## src/rtl/adder_pkg.sv

```systemverilog
// Shared definitions for the pipelined adder: operation encodings and operand-prep helpers.
package adder_pkg;

    typedef logic [1:0] op_t;

    localparam op_t OP_ADD = 2'b00;
    localparam op_t OP_SUB = 2'b01;
    localparam op_t OP_ADC = 2'b10;
    localparam op_t OP_SBB = 2'b11;

    // Subtracts are done as a + ~b + c0, so only the B operand is inverted.
    function automatic logic op_inverts_b(op_t op);
        return (op == OP_SUB) || (op == OP_SBB);
    endfunction

    // SBB is a - b - !cin, which becomes a + ~b + cin.
    function automatic logic op_carry_in(op_t op, logic cin);
        logic c;
        case (op)
            OP_ADD:  c = 1'b0;
            OP_SUB:  c = 1'b1;
            default: c = cin;
        endcase
        return c;
    endfunction

endpackage

```

## src/rtl/chunk_adder.sv

```systemverilog
// Combinational CW-bit ripple adder; also reports the carry into its top bit for overflow.
module chunk_adder #(
    parameter int CW = 8
) (
    input  logic [CW-1:0] a,
    input  logic [CW-1:0] b,
    input  logic          cin,
    output logic [CW-1:0] s,
    output logic          cout,
    output logic          c_msb_in
);

    logic [CW:0] c;

    always_comb begin
        c    = '0;
        s    = '0;
        c[0] = cin;
        for (int i = 0; i < CW; i++) begin
            s[i]   = a[i] ^ b[i] ^ c[i];
            c[i+1] = (a[i] & b[i]) | (c[i] & (a[i] ^ b[i]));
        end
    end

    assign cout     = c[CW];
    assign c_msb_in = c[CW-1];

endmodule

```

## src/rtl/pipelined_adder.sv

```systemverilog
// Pipelined ADD/SUB/ADC/SBB: one CW-bit chunk summed per stage, carry rippling stage to stage.
module pipelined_adder
    import adder_pkg::*;
#(
    parameter int WIDTH  = 32,
    parameter int STAGES = 4
) (
    input  logic             clk,
    input  logic             rst_n,
    input  logic             in_valid,
    output logic             in_ready,
    input  op_t              op,
    input  logic [WIDTH-1:0] a,
    input  logic [WIDTH-1:0] b,
    input  logic             cin,
    output logic             out_valid,
    input  logic             out_ready,
    output logic [WIDTH-1:0] sum,
    output logic             cout,
    output logic             ovf,
    output logic             zero,
    output logic             neg
);

    localparam int CW = WIDTH / STAGES;

    if (WIDTH % STAGES != 0) begin : g_bad_params
        $error("pipelined_adder: WIDTH must be a multiple of STAGES");
    end

    // Handshake: a beat moves on any edge where valid && ready. The whole pipe advances
    // together (adv); while the output is valid and not taken, every stage holds and
    // in_ready is low, so the source must keep presenting its beat.
    logic adv;
    assign adv      = !out_valid || out_ready;
    assign in_ready = adv;

    logic [WIDTH-1:0] b_eff;
    logic             c0;
    assign b_eff = op_inverts_b(op) ? ~b : b;
    assign c0    = op_carry_in(op, cin);

    // Element k of the *_r arrays is the register at the output of stage k.
    // x_r holds finished sum chunks below chunk k+1 and still-unused A chunks above.
    logic [WIDTH-1:0] x_r [STAGES];
    logic [WIDTH-1:0] b_r [STAGES];
    logic             c_r [STAGES];
    logic             z_r [STAGES];
    logic             o_r [STAGES];
    logic             v_r [STAGES];

    // Stage inputs: ports for stage 0, previous stage registers otherwise.
    logic [WIDTH-1:0] sx [STAGES];
    logic [WIDTH-1:0] sb [STAGES];
    logic             sc [STAGES];
    logic             sz [STAGES];
    logic             sv [STAGES];

    logic [CW-1:0]    s_c  [STAGES];
    logic             co_c [STAGES];
    logic             cm_c [STAGES];

    function automatic logic [WIDTH-1:0] splice(logic [WIDTH-1:0] w, logic [CW-1:0] chunk, int k);
        logic [WIDTH-1:0] r;
        r = w;
        r[k*CW +: CW] = chunk;
        return r;
    endfunction

    for (genvar k = 0; k < STAGES; k++) begin : g_stage
        if (k == 0) begin : g_head
            assign sx[k] = a;
            assign sb[k] = b_eff;
            assign sc[k] = c0;
            assign sz[k] = 1'b1;
            assign sv[k] = in_valid;
        end else begin : g_tail
            assign sx[k] = x_r[k-1];
            assign sb[k] = b_r[k-1];
            assign sc[k] = c_r[k-1];
            assign sz[k] = z_r[k-1];
            assign sv[k] = v_r[k-1];
        end

        chunk_adder #(.CW(CW)) u_chunk (
            .a        (sx[k][k*CW +: CW]),
            .b        (sb[k][k*CW +: CW]),
            .cin      (sc[k]),
            .s        (s_c[k]),
            .cout     (co_c[k]),
            .c_msb_in (cm_c[k])
        );

        // o_r is only meaningful in the last stage, where the chunk top bit is the word MSB.
        always_ff @(posedge clk or negedge rst_n) begin
            if (!rst_n) begin
                v_r[k] <= 1'b0;
                x_r[k] <= '0;
                b_r[k] <= '0;
                c_r[k] <= 1'b0;
                z_r[k] <= 1'b0;
                o_r[k] <= 1'b0;
            end else if (adv) begin
                v_r[k] <= sv[k];
                x_r[k] <= splice(sx[k], s_c[k], k);
                b_r[k] <= sb[k];
                c_r[k] <= co_c[k];
                z_r[k] <= sz[k] && (s_c[k] == '0);
                o_r[k] <= cm_c[k] ^ co_c[k];
            end
        end
    end

    assign out_valid = v_r[STAGES-1];
    assign sum       = x_r[STAGES-1];
    assign cout      = c_r[STAGES-1];
    assign ovf       = o_r[STAGES-1];
    assign zero      = z_r[STAGES-1];
    assign neg       = x_r[STAGES-1][WIDTH-1];

endmodule

```

## config.mk

```make
export PLATFORM = sky130hd
export DESIGN_NAME = pipelined_adder
export DESIGN_NICKNAME = d
export VERILOG_FILES = /design/src/rtl/adder_pkg.sv /design/src/rtl/chunk_adder.sv /design/src/rtl/pipelined_adder.sv
export SDC_FILE = /design/constraint.sdc
export NUM_CORES = 1
export LEC_CHECK = 0
export CORE_MARGIN = 1.5
export CORE_UTILIZATION = 60
export CTS_BUF_LIST = sky130_fd_sc_hd__clkbuf_2 sky130_fd_sc_hd__clkbuf_4 sky130_fd_sc_hd__clkbuf_8
export CTS_CLUSTER_DIAMETER = 50
export DETAILED_ROUTE_END_ITERATION = 7
export PLACE_DENSITY = 0.86
export SYNTH_ARGS = -nofsm -noshare
export SYNTH_HDL_FRONTEND = slang
export SYNTH_SLANG_ARGS = --single-unit
```

## constraint.sdc

```tcl
create_clock -name clk -period 7.4 [get_ports clk]
set_input_delay 1.11 -clock clk [delete_from_list [all_inputs] [get_ports clk]]
set_output_delay 1.11 -clock clk [all_outputs]
set_load 0.005 [all_outputs]
```

==> results of run 1 <==
## how the worst max path moves through the flow
| stage | startpoint | end | cells past startpoint |
|---|---|---|---|
| 4_1_cts | op[0] | sz[2] | 17 |
| 2_1_floorplan | op[0] | sz[2] | 17 |
| 5_1_grt | op[0] | sz[2] | 17 |
| 3_5_place_dp | op[0] | sz[2] | 17 |
| 6_report | op[0] | sz[2] | 17 |
| 3_3_place_gp | op[0] | sz[2] | 17 |
## cell families after synthesis
group           after synthesis  synth area share (%)
compound gates               49                  3.21
xor+xnor                     33                  3.55
buf+inv                      74                  4.50
flops                       189                  58.1
mux                           1                 0.138
simple gates                477                  22.6
fa+ha+maj                    32                  7.87
## layout by cell type, fill, tap and decap left out, types with 3 or more instances in the layout
cell,Yosys,final
clkdlybuf4s50_1,0,106
clkbuf_8,0,21
nand2_1,452,452
a21oi_1,12,12
nor2_1,12,12
buf_4,16,5
fa_1,32,32
o21ai_0,33,33
xor2_1,5,5
inv_1,27,27
clkbuf_4,0,3
dfrtp_1,189,189
xnor2_1,28,28
## area by class of cell
type                    count  area [um2]  area share (%)
clock buffers              23         298            3.11
multi-input cells         592        3050            31.8
well taps                 176         220            2.30
flip-flops and latches    189        4730            49.4
clock inverters             6        63.8           0.666
inverters                  28         108            1.12
repair buffers            113        1120            11.7
## Yosys cell counts, drive strengths merged
cell,n
nand4,1
and3,1
nor3,3
or4b,2
a21oi,12
a32o,2
nor4,2
mux2,1
nor2,12
nand2b,1
o31ai,2
clkbuf,7
buf,39
xnor2,28
nand3,1
xor2,5
nor2b,1
fa,32
o21ai,33
nand3b,1
dfrtp,189
inv,28
nand2,452
## registers in the layout (all words and copies together), names as in the netlist
register   cells
sx            96
b_r           48
sum           32
c_r            3
sv             3
sz             3
cout           1
out_valid      1
ovf            1
zero           1
## through the flow
step | hold WS (ns) | total power, mW | worst slack, ns
global placement | 0.448 | 3.16 | 1.90
detailed placement | 0.452 | 3.23 | 1.74
finish | 0.469 | 3.86 | 2.22
floorplan | 0.430 | 2.65 | 2.20
global route | 0.487 | 4.18 | 2.03
CTS | 0.470 | 3.88 | 2.22
## power by group through the flow
stage,registers [mW],clock network (mW),logic (mW)
floorplan,1.71,0,0.937
global placement,1.74,0,1.42
detailed placement,1.76,0,1.47
CTS,1.75,0.642,1.49
global route,1.80,0.684,1.70
finish,1.74,0.629,1.49
## layer usage
layer  part of all wire, %  GRT usage (%)  up-vias
met5                     0              0        -
met4                   2.6           10.4        0
met3                   4.3           4.65       31
met2                    49           36.3      153
met1                    44           34.1     2768
li1                      -              -     2770
## critical path, cell delays in order
cell and delay, ns:
buf_2 0.08, buf_4 0.44, xor2_1 0.23, fa_1 0.19, inv_1 0.05, fa_1 0.37
fa_1 0.40, fa_1 0.36, inv_1 0.09, fa_1 0.17, inv_1 0.05, fa_1 0.37
fa_1 0.37, inv_1 0.07, fa_1 0.42, or4b_1 0.49, o31ai_1 0.25
==> run summary, run 1 <==
Tcrit/Tclk final = 70.1%
Least-Margin Pin Slew = 1.06 ns
GR Util All Layers = 23.9%
Distinct cells, synth = 28
Reg-to-reg critical path startpoint = b_r[56]
Via count = 5722
Launching element type of the critical path = input port
Critical path capture point type = register
Ant. Diodes = 0
Setup TNS Final = 0 ns
Sum of overflow across all layers after global routing = 0
Number of cells in the design after placement = 1098
Post-route ant nets = 0
Width of the chip = 119 um
Largest area contributor in the synthesized netlist = dfrtp_1
Finished Layout Cells = 1127
Per-cell routed wire length = 13.7 um
Clock insertion delay at the later pin of the skew report = 0.46 ns
Die Ht = 119 um
Global-route wire length before repair = 26.6 mm
Endpoint of the worst hold path = sum[22]
Post CTS Setup Buffer Count = 0
Largest net degree at the start of global routing = 124
Max_slew headroom = 29.0%
Worst EP required = 7.76 ns
Reported net switching power = 1.42 mW
Drt first pass iters = 4
Min cycle time layout = 5.18 ns
Final GP Congestion = 0.799
Sequential group share of total power = 45.1%
Clock Skew = 0.0104 ns
Number of top-level design ports = 109
Result of the run = complete, no violations
Max rail drop VDD = 265 uV
Synthesized instance count = 855
Combinational share of power = 38.6%
TritonCTS clock tree = done
Count of cells resized by post-cts repair = 0
Fill cell total of the finished layout = 979
Number of core rows = 42
Initial DRC Count = 425
Vias per Instance = 5.08
IO buf count = 108
Total half-perimeter wirelength after legalization and detailed placement = 9.92 mm
Seq/Total Area, Yosys = 58.1%
Clock input transition at the sequential cells of the worst setup and hold paths = 0.09 ns
Die outline area = 14300 um2
Leakage = 4.76 nW
Avg Inst Size Synth = 9.52 um2
Yosys reg bits = 189
Total wire length = 15.4 mm
Net count of the mapped netlist = 958
Register-to-register setup slack = 2.82 ns
Number of buffers added to fix hold violations after cts = 0
Hold Startpoint = sum[22]
Placeable core region = 13200 um2
Total of max-cap violations = 0
Number of global-route vias before repair = 5584
Internal cell power = 2.44 mW
Classification of the worst setup path = input port to register
Post-route core utilization = 72.4%
Post-synthesis cell area = 8140 um2
Crit-path max FO = 33
Unrepaired setup endpoints after global routing = false
Ys Warns = 0
H-Tree Depth = 4
Share of final-layout standard cells stronger than drive strength 1 = 4.42%
Final Hold Violating Endpoints = 0
Nets@finish = 1044
Switching fraction of total power = 36.8%
Number of antenna violations at the first check in global routing = 0
Placed Area = 9220 um2
Buffer depth of the longest clock path = 2
R2R Path End = zero
Leading cell types by total area after synthesis = dfrtp_1 58%, nand2_1 21%, fa_1 7.9%
Setup violations, final = 0
Cell depth of the worst flop-to-flop path = 13
Root Driver = clkbuf_8
Clock net sink count = 189
Fmax achieved = 193 MHz
Finished Cell Area = 9580 um2
Area growth from synthesis to final layout = 17.7%
Cell depth of the worst min-delay path = 2
Pwr per Cell Area = 403 nW/um2
Clock share of power = 16.3%
Count of unresolved DRC violations after routing = 0
Share of the synthesized area in the top cell type = 58.1%
Number of buffers created by CTS = 17
Initial Util = 61.5%
Arrival time worst endpoint = 5.54 ns
Count of final max-slew check failures = 0
Worst min path class = register to register
Power figures use the tool's default switching activity.
==> run 2, diff against run 1 <==
--- a/config.mk
+++ b/config.mk
@@ -6,11 +6,11 @@
 export NUM_CORES = 1
 export LEC_CHECK = 0
 export CORE_MARGIN = 1.5
-export CORE_UTILIZATION = 60
+export CORE_UTILIZATION = 51
 export CTS_BUF_LIST = sky130_fd_sc_hd__clkbuf_2 sky130_fd_sc_hd__clkbuf_4 sky130_fd_sc_hd__clkbuf_8
 export CTS_CLUSTER_DIAMETER = 50
 export DETAILED_ROUTE_END_ITERATION = 7
-export PLACE_DENSITY = 0.86
+export PLACE_DENSITY = 0.78
 export SYNTH_ARGS = -nofsm -noshare
 export SYNTH_HDL_FRONTEND = slang
 export SYNTH_SLANG_ARGS = --single-unit
==> constraint.sdc (replaced) <==
create_clock -name clk -period 4.2 [get_ports clk]
set_input_delay 0.63 -clock clk [delete_from_list [all_inputs] [get_ports clk]]
set_output_delay 0.63 -clock clk [all_outputs]
set_load 0.005 [all_outputs]
==> run summary, run 2 (synthesis results as in run 1) <==
Least-Margin Pin Slew = 0.897 ns
Number of antenna violations at the first check in global routing = 0
Total wire length = 15.3 mm
Die outline area = 16700 um2
Width of the chip = 129 um
Max rail drop VDD = 317 uV
Cell occurring most often along the worst timing path = fa_2
Final GP Congestion = 0.783
Max_slew headroom = 40.2%
Number of cells in the design after placement = 1142
Total of max-cap violations = 0
Critical path capture point type = register
Count of final max-slew check failures = 0
Drt first pass iters = 7
Post-route ant nets = 0
Ant. Diodes = 0
Leading cell types in the layout, fill and taps excluded = 452 x nand2_1, 189 x dfrtp_1, 104 x clkdlybuf4s50_1
Crit-path slowest cell = or4b_4
Vias per Instance = 4.76
Clock input transition at the sequential cells of the worst setup and hold paths = 0.09 ns
Worst EP required = 4.60 ns
Setup TNS Final = -0.000695 ns
Sum of overflow across all layers after global routing = 0
Number of buffers created by CTS = 17
R2R Path End = zero
Reg-to-reg critical path startpoint = b_r[56]
Area growth from synthesis to final layout = 19.9%
Via count = 5593
Post-route core utilization = 62.1%
Clock net sink count = 189
Total half-perimeter wirelength after legalization and detailed placement = 10.4 mm
Global-route wire length before repair = 26.0 mm
Number of logic stages on the critical path including buffering = 13
Cell depth of the worst flop-to-flop path = 13
Register-to-register setup slack = -0.0007 ns
Fmax achieved = 238 MHz
Pwr per Cell Area = 705 nW/um2
Launching element type of the critical path = register
Commonest non-fill, non-tap cell in the layout = nand2_1
Leakage = 4.79 nW
Largest net degree at the start of global routing = 193
Per-cell routed wire length = 13.1 um
Delay of the slowest cell on the worst path = 0.52 ns
Ordered list of cells on the worst path = fa_2 > fa_2 > fa_2 > inv_2 > fa_2 > inv_2 > fa_2 > fa_2 > fa_2 > fa_1 > or4b_4 > nor3_2 > a32o_2
H-Tree Depth = 4
Initial Util = 51.8%
Critical Path End = zero
Post CTS Setup Buffer Count = 0
Number of buffers added to fix hold violations after cts = 0
Max reg flops = 96
Initial DRC Count = 399
Die Ht = 129 um
Number of global-route vias before repair = 5349
Clock insertion delay at the later pin of the skew report = 0.46 ns
Setup WS post-layout = -0.000695 ns
Sum of internal, switching and leakage power = 6.88 mW
Placeable core region = 15700 um2
Result of the run = finished with violations
Count of unresolved DRC violations after routing = 0
GR Util All Layers = 20.1%
Setup violations, final = 1
Worst min path class = input port to async pin
Unrepaired setup endpoints after global routing = true
Nets@finish = 1048
Number of core rows = 46
Final Hold Violating Endpoints = 0
Root Driver = clkbuf_8
Share of final-layout standard cells stronger than drive strength 1 = 7.20%
TritonCTS clock tree = done
Violated checks = setup timing
Number of top-level design ports = 109
Min cycle time layout = 4.20 ns
Clock Skew = 0.00855 ns
Tcrit/Tclk final = 100%
Min Hold Slack = 0.269 ns
Finished Layout Cells = 1174
Arrival time worst endpoint = 4.60 ns
Family with the most delay on the worst path = adder cells
CP bufs+invs = 2
Classification of the worst setup path = register to register
Crit-path max FO = 2
Buffer depth of the longest clock path = 2
Worst setup startpoint = b_r[56]
IO buf count = 108
run 2: cell types whose count changed in the layout (fill, tap and decap cells not counted), moves of 2 or more:
cell | before | now
fa_2 | 0 | 15
inv_6 | 0 | 3
clkbuf_8 | 21 | 24
clkbuf_4 | 3 | 1
buf_4 | 5 | 8
fa_1 | 32 | 17
dlygate4sd2_1 | 0 | 2
inv_2 | 0 | 4
clkdlybuf4s50_1 | 106 | 104
inv_1 | 27 | 23
run 2: repair_timing:
| item | 4_1_cts | 5_1_grt |
|---|---|---|
| gates resized for setup | 12 | 4 |
| endpoints found under the setup margin | 2 | 3 |
| pin swaps | 5 | 2 |
run 2: worst min-delay path by stage:
stage                     end  depth (start not counted)  startpoint  slack (ns)
detailed placement  out_valid                          1       sv[0]        0.45
global route         b_r[106]                          1       rst_n        0.35
global placement    out_valid                          1       sv[0]        0.44
floorplan            b_r[104]                          0       rst_n        0.33
CTS                    sx[77]                          1       rst_n        0.30
finish                 sx[77]                          1       rst_n        0.27
run 2: layout make-up:
type                       instances  area (um2)
inverter                          28         110
clock inverter                     8        77.6
fill                            1343        5950
timing repair buffer             117        1160
clock buffer                      24         324
sequential                       189        4730
tap                              216         270
multi-input combinational        592        3090
run 2: worst reg2reg max path, delay by kind of cell (launching register included):
family                     cells  cell delay (ns)
and+or+nand+nor                2             0.63
buffers and inverters          2             0.11
DFF                            1             0.41
AOI/OAI and AO/OA              1             0.17
adders and majority gates      8             2.81
run 2: per-stage QoR:
| stage | instance area (um2) | setup WS (ns) |
|---|---|---|
| finish | 9760 | -0.000695 |
| global route | 9760 | -0.114 |
| CTS | 9760 | -0.0589 |
| detailed placement | 9340 | -0.742 |
| global placement | 9340 | -0.588 |
| floorplan | 8170 | -0.305 |
run 2: per-layer routing:
metal / track usage (%) / wire length [um]
met5: 0 / 0
met1: 28.7 / 7320
met3: 4.17 / 615
met2: 30.6 / 7060
met4: 8.20 / 322
run 2: where the power goes:
part | internal [mW] | switching (mW) | leakage (nW)
clock network | 0.572 | 0.605 | 0.205
registers | 2.61 | 0.467 | 2.29
logic | 1.20 | 1.42 | 2.30
total | 4.39 | 2.49 | 4.79
==> run 3, diff against run 2 <==
--- a/config.mk
+++ b/config.mk
@@ -10,6 +10,7 @@
 export CTS_BUF_LIST = sky130_fd_sc_hd__clkbuf_2 sky130_fd_sc_hd__clkbuf_4 sky130_fd_sc_hd__clkbuf_8
 export CTS_CLUSTER_DIAMETER = 50
 export DETAILED_ROUTE_END_ITERATION = 7
+export HOLD_SLACK_MARGIN = 0.06
 export PLACE_DENSITY = 0.78
 export SYNTH_ARGS = -nofsm -noshare
 export SYNTH_HDL_FRONTEND = slang
==> results of run 3 <==
No change in the layout: final DEF, timing and power equal those of run 2.
